### src/rtl/noc_dispatch_if.sv
// Handshake bundle between the host dispatch controller and its requesters/NoC port.
// slave: the dispatch controller side; master: the surrounding environment.
interface noc_dispatch_if #(
    parameter int WIDTH   = 39,
    parameter int NUM_REQ = 3
);
    logic [NUM_REQ-1:0]       req_valid;
    logic [NUM_REQ*WIDTH-1:0] req_data;
    logic [NUM_REQ-1:0]       req_ready;
    logic                     inj_valid;
    logic [WIDTH-1:0]         inj_data;
    logic                     inj_ready;
    logic                     ej_valid;
    logic [WIDTH-1:0]         ej_data;
    logic                     ej_ready;

    modport slave (
        input  req_valid, req_data, inj_ready, ej_valid, ej_data,
        output req_ready, inj_valid, inj_data, ej_ready
    );

    modport master (
        output req_valid, req_data, inj_ready, ej_valid, ej_data,
        input  req_ready, inj_valid, inj_data, ej_ready
    );
endinterface

### src/rtl/noc_dispatch_ctrl.sv
// Host-port dispatch controller: round-robin injection with per-column ifmap credits
// and result counting. NOC_DISPATCH_STATS_EN enables the injection stall counter.
module noc_dispatch_ctrl #(
    parameter int WIDTH   = 39,
    parameter int NUM_REQ = 3,
    parameter int CREDITS = 4
) (
    input  logic          clk,
    input  logic          rst,
    input  logic          start_i,
    input  logic [15:0]   num_results_i,
    noc_dispatch_if.slave bus,
    output logic          result_valid_o,
    output logic [28:0]   result_data_o,
    output logic          busy_o,
    output logic          done_o,
    output logic          err_o,
    output logic [31:0]   stall_cnt_o
);
    localparam int IDX_W = (NUM_REQ > 1) ? $clog2(NUM_REQ) : 1;
    localparam int CW    = $clog2(CREDITS + 1);
    localparam logic [1:0] T_IFMAP  = 2'b01;
    localparam logic [1:0] T_RESULT = 2'b11;

    typedef enum logic [1:0] {IDLE, RUN, DONE} state_e;

    state_e             state_q, state_d;
    logic               enter_run;
    logic [15:0]        num_res_q;
    logic [15:0]        result_cnt_q;
    logic [CW-1:0]      credit_q [3];
    logic [CW-1:0]      credit_d [3];
    logic [IDX_W-1:0]   rr_q, rr_next;
    logic               inj_valid_q;
    logic [WIDTH-1:0]   inj_data_q;
    logic               result_valid_q;
    logic [28:0]        result_data_q;
    logic               err_q;

    logic [3:0]         col_avail, col_full;
    logic [NUM_REQ-1:0] elig;
    logic               load_ok;
    logic               gnt_any;
    logic [IDX_W-1:0]   gnt_idx;
    logic [WIDTH-1:0]   gnt_pkt;
    logic [1:0]         ej_type, ej_col;
    logic               good_ret;
    logic               unused_ej;

    assign ej_type   = bus.ej_data[30:29];
    assign ej_col    = bus.ej_data[28:27];
    assign unused_ej = ^bus.ej_data[WIDTH-1:31];

    // Column 3 is not a PE column: treat it as permanently available / permanently full.
    always_comb begin
        col_avail = 4'b1000;
        col_full  = 4'b1000;
        for (int c = 0; c < 3; c++) begin
            col_avail[c] = (credit_q[c] != '0);
            col_full[c]  = (credit_q[c] == CW'(CREDITS));
        end
    end

    always_comb begin
        elig = '0;
        for (int i = 0; i < NUM_REQ; i++) begin
            elig[i] = bus.req_valid[i];
            if (bus.req_data[i*WIDTH+29 +: 2] == T_IFMAP &&
                bus.req_data[i*WIDTH+35 +: 4] <= 4'd2 &&
                !col_avail[bus.req_data[i*WIDTH+35 +: 2]])
                elig[i] = 1'b0;
        end
    end

    assign load_ok = (state_q == RUN) && (!inj_valid_q || bus.inj_ready);

    always_comb begin
        int idx;
        idx     = 0;
        gnt_any = 1'b0;
        gnt_idx = '0;
        gnt_pkt = '0;
        for (int k = 0; k < NUM_REQ; k++) begin
            idx = (int'(rr_q) + k) % NUM_REQ;
            if (!gnt_any && load_ok && elig[idx]) begin
                gnt_any = 1'b1;
                gnt_idx = IDX_W'(idx);
                gnt_pkt = bus.req_data[idx*WIDTH +: WIDTH];
            end
        end
    end

    always_comb begin
        bus.req_ready = '0;
        if (gnt_any)
            bus.req_ready[gnt_idx] = 1'b1;
    end

    assign rr_next = (gnt_idx == IDX_W'(NUM_REQ - 1)) ? '0 : gnt_idx + IDX_W'(1);

    assign good_ret = bus.ej_valid && (state_q == RUN) && (ej_type == T_RESULT) &&
                      !col_full[ej_col];

    // A consume and a return on the same column in one cycle cancel out.
    always_comb begin
        logic cons, ret;
        cons = 1'b0;
        ret  = 1'b0;
        for (int c = 0; c < 3; c++) begin
            credit_d[c] = credit_q[c];
            cons = gnt_any && (gnt_pkt[30:29] == T_IFMAP) && (gnt_pkt[38:35] == 4'(c));
            ret  = good_ret && (ej_col == 2'(c));
            if (enter_run)
                credit_d[c] = CW'(CREDITS);
            else if (ret && !cons)
                credit_d[c] = credit_q[c] + CW'(1);
            else if (cons && !ret)
                credit_d[c] = credit_q[c] - CW'(1);
        end
    end

    always_comb begin
        state_d   = state_q;
        enter_run = 1'b0;
        case (state_q)
            IDLE: begin
                if (start_i) begin
                    if (num_results_i == 16'd0) begin
                        state_d = DONE;
                    end else begin
                        state_d   = RUN;
                        enter_run = 1'b1;
                    end
                end
            end
            RUN: begin
                if (result_cnt_q + 16'(good_ret) == num_res_q)
                    state_d = DONE;
            end
            default: state_d = IDLE;
        endcase
    end

    always_ff @(posedge clk) begin
        if (rst) begin
            state_q        <= IDLE;
            num_res_q      <= '0;
            result_cnt_q   <= '0;
            rr_q           <= '0;
            inj_valid_q    <= 1'b0;
            inj_data_q     <= '0;
            result_valid_q <= 1'b0;
            result_data_q  <= '0;
            err_q          <= 1'b0;
            for (int c = 0; c < 3; c++)
                credit_q[c] <= CW'(CREDITS);
        end else begin
            state_q <= state_d;
            for (int c = 0; c < 3; c++)
                credit_q[c] <= credit_d[c];
            if (state_q == IDLE && start_i)
                num_res_q <= num_results_i;
            if (enter_run) begin
                result_cnt_q <= '0;
                rr_q         <= '0;
            end else begin
                result_cnt_q <= result_cnt_q + 16'(good_ret);
                if (gnt_any)
                    rr_q <= rr_next;
            end
            if (!inj_valid_q || bus.inj_ready) begin
                inj_valid_q <= gnt_any;
                if (gnt_any)
                    inj_data_q <= gnt_pkt;
            end
            result_valid_q <= good_ret;
            if (good_ret)
                result_data_q <= bus.ej_data[28:0];
            if (bus.ej_valid && !good_ret)
                err_q <= 1'b1;
        end
    end

`ifdef NOC_DISPATCH_STATS_EN
    logic [31:0] stall_cnt_q;

    always_ff @(posedge clk) begin
        if (rst || enter_run)
            stall_cnt_q <= '0;
        else if (inj_valid_q && !bus.inj_ready && stall_cnt_q != 32'hFFFF_FFFF)
            stall_cnt_q <= stall_cnt_q + 32'd1;
    end

    assign stall_cnt_o = stall_cnt_q;
`else
    assign stall_cnt_o = '0;
`endif

    assign bus.ej_ready  = 1'b1;
    assign bus.inj_valid = inj_valid_q;
    assign bus.inj_data  = inj_data_q;
    assign result_valid_o = result_valid_q;
    assign result_data_o  = result_data_q;
    assign busy_o         = (state_q == RUN);
    assign done_o         = (state_q == DONE);
    assign err_o          = err_q;
endmodule
### src/flat_wrapper.sv
// flat-port wrapper written by rule: the top's interface ports become plain ports
module noc_dispatch_ctrl_flat 
#(
    parameter int WIDTH   = 39,
    parameter int NUM_REQ = 3,
    parameter int CREDITS = 4
)
  (clk, rst, start_i, num_results_i, result_valid_o, result_data_o, busy_o, done_o, err_o, stall_cnt_o, bus_req_valid, bus_req_data, bus_inj_ready, bus_ej_valid, bus_ej_data, bus_req_ready, bus_inj_valid, bus_inj_data, bus_ej_ready);
  noc_dispatch_if #(.WIDTH(WIDTH), .NUM_REQ(NUM_REQ)) bus_i ();
  input  logic clk;
  input  logic rst;
  input  logic start_i;
  input  logic [15:0] num_results_i;
  output logic result_valid_o;
  output logic [28:0] result_data_o;
  output logic busy_o;
  output logic done_o;
  output logic err_o;
  output logic [31:0] stall_cnt_o;
  input wire logic [$bits(bus_i.req_valid)-1:0] bus_req_valid;
  input wire logic [$bits(bus_i.req_data)-1:0] bus_req_data;
  input wire logic [$bits(bus_i.inj_ready)-1:0] bus_inj_ready;
  input wire logic [$bits(bus_i.ej_valid)-1:0] bus_ej_valid;
  input wire logic [$bits(bus_i.ej_data)-1:0] bus_ej_data;
  output wire logic [$bits(bus_i.req_ready)-1:0] bus_req_ready;
  output wire logic [$bits(bus_i.inj_valid)-1:0] bus_inj_valid;
  output wire logic [$bits(bus_i.inj_data)-1:0] bus_inj_data;
  output wire logic [$bits(bus_i.ej_ready)-1:0] bus_ej_ready;
  assign bus_i.req_valid = bus_req_valid;
  assign bus_i.req_data = bus_req_data;
  assign bus_i.inj_ready = bus_inj_ready;
  assign bus_i.ej_valid = bus_ej_valid;
  assign bus_i.ej_data = bus_ej_data;
  assign bus_req_ready = bus_i.req_ready;
  assign bus_inj_valid = bus_i.inj_valid;
  assign bus_inj_data = bus_i.inj_data;
  assign bus_ej_ready = bus_i.ej_ready;
  noc_dispatch_ctrl #(.WIDTH(WIDTH), .NUM_REQ(NUM_REQ), .CREDITS(CREDITS)) u_core (.clk(clk), .rst(rst), .start_i(start_i), .num_results_i(num_results_i), .bus(bus_i), .result_valid_o(result_valid_o), .result_data_o(result_data_o), .busy_o(busy_o), .done_o(done_o), .err_o(err_o), .stall_cnt_o(stall_cnt_o));
endmodule
### config.mk
export PLATFORM = sky130hd
export DESIGN_NAME = noc_dispatch_ctrl_flat
export DESIGN_NICKNAME = d
export VERILOG_FILES = /design/src/rtl/noc_dispatch_if.sv /design/src/rtl/noc_dispatch_ctrl.sv /design/src/flat_wrapper.sv
export SDC_FILE = /design/constraint.sdc
export NUM_CORES = 1
export LEC_CHECK = 0
export BUFFER_PORTS_ARGS = -buffer_cell sky130_fd_sc_hd__buf_4
export CORE_MARGIN = 4
export CORE_UTILIZATION = 25
export DETAILED_ROUTE_END_ITERATION = 10
export GPL_TIMING_DRIVEN = 1
export PLACE_DENSITY = 0.38
export SYNTH_ARGS = -nofsm -noshare
export SYNTH_HDL_FRONTEND = slang
export SYNTH_SLANG_ARGS = --single-unit
### constraint.sdc
create_clock -name clk -period 19.6 [get_ports clk]
set_input_delay 3.92 -clock clk [delete_from_list [all_inputs] [get_ports clk]]
set_output_delay 3.92 -clock clk [all_outputs]
set_load 0.02 [all_outputs]
==> results.md <==
- The share of synthesized area occupied by flip-flops and latches is 0.121.
- The number of rows created at floorplan is between 100 and 150.
- The sum of negative setup slack is 0 ps.
- The share of Yosys cell area claimed by the top area cell type is 0.145.
- The mean area per synthesized cell is 7.57 um2.
- The final hold violation count is 0.
- Headroom to the max-slew limit came out at 0.0456.
- In this run the static leakage power is 7.95 nW.
- After detailed routing, the average wire length per cell comes to 35.6 um.
- The startpoint-to-endpoint class of the critical path is input pin to primary output.
- Port buffering added approximately 250 buffers.
- The class of the tightest hold or removal check is flop to flop.
- In this run the power density over the cells is 89.8 nW/um2.
- For this configuration, the core starts out at a cell density of 0.252.
- The count of placed standard cells including taps is 3,617.
- At the pin with the least slew margin, the transition time is 1410 ps.
- The area taken by flip-flops and latches is 2320 um2.
- Leaving out fill and tap cells, the most frequent cells in the layout are 372 x sky130_fd_sc_hd__nand2_1, 292 x sky130_fd_sc_hd__buf_4, 277 x sky130_fd_sc_hd__mux2i_1.
- Once layout is complete, the utilization of the core stands at 0.291.
- The core outline area is around 76,000 um2.
- Setup violations remaining at the end of the flow were counted as 0.
- The die is roughly 280 um wide.
- TritonCTS built the clock tree.
- The HPWL after detailed placement is 99.2 mm.
- After synthesis, the share of flip-flops with an asynchronous set or reset is 0.
- The longest clock path from root to sink contains 2 buffers.
- The clock transition at the registers of the reported paths is 50 ps.
- By area the synthesized netlist is led by sky130_fd_sc_hd__mux2i_1 14%, sky130_fd_sc_hd__dfxtp_1 12%, sky130_fd_sc_hd__mux4_2 11%.
- In this run, synthesis produced a sequential element count of 116.
- The final critical path time including I/O delays and setup is 11,630 ps.
- The most common cell after layout, fill and taps aside is sky130_fd_sc_hd__nand2_1.
- Across the run, the number of max-cap violations was 0.
- The count of TritonRoute iterations in the first routing pass is 8.
- The quantity of hold-fixing buffers added after cts is 0.
- The via count of the first global-routing pass is 21,600.
- STA classifies the critical path startpoint as an input pin.
- Along the worst path, the maximum fanout reaches 8.
- The overall routed net length is 130 mm.
- The internal power component is about 900 uW.
- The initial antenna violation count is 5.
- The die covers ~81,000 um2.
- The area of combinational cells with multiple inputs is 15,500 um2.
- The chip height is roughly 280 um.
- The area growth from synthesis to layout is 15.5%.
- IR analysis of the VDD net gives a maximum drop of around 0.00011 V.
- The first-pass GRT wire length is 177 mm.
- For this block, the via count after detailed routing is ~23,000.
- The share of total power dissipated in the clock network is 0.161.
- In this run the remaining antenna-violating nets after routing total 0.
- Yosys mapped a number of flops with a built-in enable equal to 0.
- STA classifies the critical path endpoint as a primary output.
- The H-tree was split into 4 levels.
- The tree is rooted in a sky130_fd_sc_hd__clkbuf_16.
- For the worst setup path, the data arrival time is ~7700 ps.
- The maximum number of pins on one net before global-route repair is 131.
- Of the total power, the share spent switching nets is 0.545.
- For this design the total switching power over the nets is 1.08 mW.
- Yosys printed 0 warnings.
- For this run the aggregate overflow at the end of global routing stands at 0.
- For the worst-skew pair, the clock arrives at the later sink with an insertion delay of 430 ps.
- The largest clock skew in the final design is 15.9 ps.
- Of the total power, registers draw 0.135.
- The flip-flop cell with the highest count after synthesis is sky130_fd_sc_hd__dfxtp_1.
- ~290 I/O pins were placed.
- The number of cells in the finished layout apart from fillers is 3,651.
- Static timing analysis puts the maximum clock frequency at 0.0860 GHz.
- For this run, the post-layout net count is between 2,000 and 3,000.
- In this run, the number of DRC markers left after iteration 0 of detailed routing was 3,160.
- In the final layout, the share of cells above drive strength 1 is 0.209.
- The number of different library cells in the post-synthesis netlist is 104.
- In the finished design, the share of the clock period the worst path needs comes to 0.593.
- The flow ran to the end, and the final reports show no timing, DRC or antenna violations.
- The synthesized design spends more area on one cell type than any other, namely sky130_fd_sc_hd__mux2i_1.
- The mapped cell area is 19,100 um2.
- In this run, CTS created clock tree buffers numbering 17.
- The max-slew violation count is 0.
- The number of gates resized after CTS was 0.
- For this run, the total global-route usage over all layers was measured as 0.307.
- After detailed routing, the number of remaining DRC violations is 0.
- Setup repair after global routing left no endpoint under its margin.
- The synthesized netlist cell count is approximately 2,500.
- The number of post-CTS setup repair buffers is 0.
- The final weighted congestion in routability-driven placement is 1.04.
- The critical path required time is 15,680 ps.
- In the routed layout, each cell is associated on average with a via count of 6.16.
- Counting every sink on the clock net gives 116.
- Of the total power, combinational logic draws 0.703.
- After filler insertion, the fill cell instance count of the layout stands at 8,365.
-- sequential cells by signal, indices dropped and copies added, names as in the netlist --
register and flops:
u_core.credit_q 9, u_core.result_valid_o 1, u_core.bus.inj_valid 1, u_core.rr_q 2, u_core.err_o 1, u_core.num_res_q 16
u_core.result_data_o 29, u_core.result_cnt_q 16, u_core.state_q 2, u_core.bus.inj_data 39
-- layer usage --
layer,wire [um],share of wire,track usage
met4,10300,0.079,0.203
met3,12100,0.093,0.0685
met1,51500,0.40,0.390
met2,56100,0.43,0.465
met5,36,0.00028,0.00357
-- synth_stat cells, types with 29 or more instances --
library cell and n:
sky130_fd_sc_hd__o22ai_1 31, sky130_fd_sc_hd__dfxtp_1 116, sky130_fd_sc_hd__nor2_1 217, sky130_fd_sc_hd__inv_1 43, sky130_fd_sc_hd__o21ai_0 123, sky130_fd_sc_hd__nand3_1 63
sky130_fd_sc_hd__nand2_1 372, sky130_fd_sc_hd__mux2i_1 277, sky130_fd_sc_hd__nor3_1 46, sky130_fd_sc_hd__mux2_2 73, sky130_fd_sc_hd__buf_2 108, sky130_fd_sc_hd__a211oi_1 59
sky130_fd_sc_hd__a21oi_1 215, sky130_fd_sc_hd__mux4_2 94, sky130_fd_sc_hd__o211ai_1 37, sky130_fd_sc_hd__buf_4 50, sky130_fd_sc_hd__clkbuf_1 81, sky130_fd_sc_hd__a31oi_1 29
-- cell families (layout without fill, tap and decap cells) --
group / count (synthesis) / after routing / synth area share
fa+ha+maj: 34 / 34 / 0.0258
simple gates: 866 / 866 / 0.205
mux: 447 / 447 / 0.300
flops: 116 / 116 / 0.121
other cells: 2 / 35 / 0.000392
buf+inv: 314 / 374 / 0.0820
compound gates: 690 / 690 / 0.234
xor+xnor: 59 / 59 / 0.0308
-- final timing paths --
| path | end | slack, ps | depth (start not counted) | start |
|---|---|---|---|---|
| worst max-delay path | bus_req_ready[0] | 7970 | 11 | bus_req_data[68] |
| worst min-delay path | u_core.bus.inj_data[35] | 450 | 2 | u_core.bus.inj_data[35] |
| worst max register to register | u_core.credit_q[0][5] | 10350 | 29 | u_core.rr_q[0] |
| worst min register to register | u_core.bus.inj_data[35] | 450 | 2 | u_core.bus.inj_data[35] |
-- cell type report --
cell class	instances	area share
multi-input cells	2129	0.700
flip-flops and latches	116	0.105
repair buffers	294	0.101
clock inverters	13	0.00719
diodes	2	0.000226
clock buffers	19	0.0196
well taps	1030	0.0583
inverters	48	0.00860
-- critical path, cell delays in order --
cell and delay (ps):
sky130_fd_sc_hd__buf_4 220, sky130_fd_sc_hd__nor4b_1 1150, sky130_fd_sc_hd__o311ai_1 460, sky130_fd_sc_hd__o211ai_1 430, sky130_fd_sc_hd__nand4_1 340, sky130_fd_sc_hd__or3_1 570
sky130_fd_sc_hd__o22ai_1 170, sky130_fd_sc_hd__a21oi_1 90, sky130_fd_sc_hd__nand3_1 120, sky130_fd_sc_hd__inv_1 50, sky130_fd_sc_hd__buf_4 160
-- per-stage QoR --
step / power [mW] / setup WS [ps] / cell area (um2) / hold WS, ps
2_1_floorplan: 1.11 / 9640 / 19300 / 439
3_3_place_gp: 1.62 / 8380 / 21500 / 444
3_5_place_dp: 1.62 / 8380 / 21500 / 449
4_1_cts: 1.95 / 8370 / 22100 / 457
5_1_grt: 2.05 / 7860 / 22100 / 474
6_report: 1.98 / 7970 / 22100 / 454
-- power groups by stage --
| stage | combinational, mW | clock (mW) | sequential, mW |
|---|---|---|---|
| after global placement | 1.35 | 0 | 0.274 |
| after detailed placement | 1.35 | 0 | 0.275 |
| final | 1.40 | 0.320 | 0.269 |
| after global routing | 1.44 | 0.338 | 0.271 |
| after CTS | 1.35 | 0.329 | 0.269 |
| after floorplan | 0.826 | 0 | 0.287 |
Note: power is estimated with default switching activity, not from simulation.
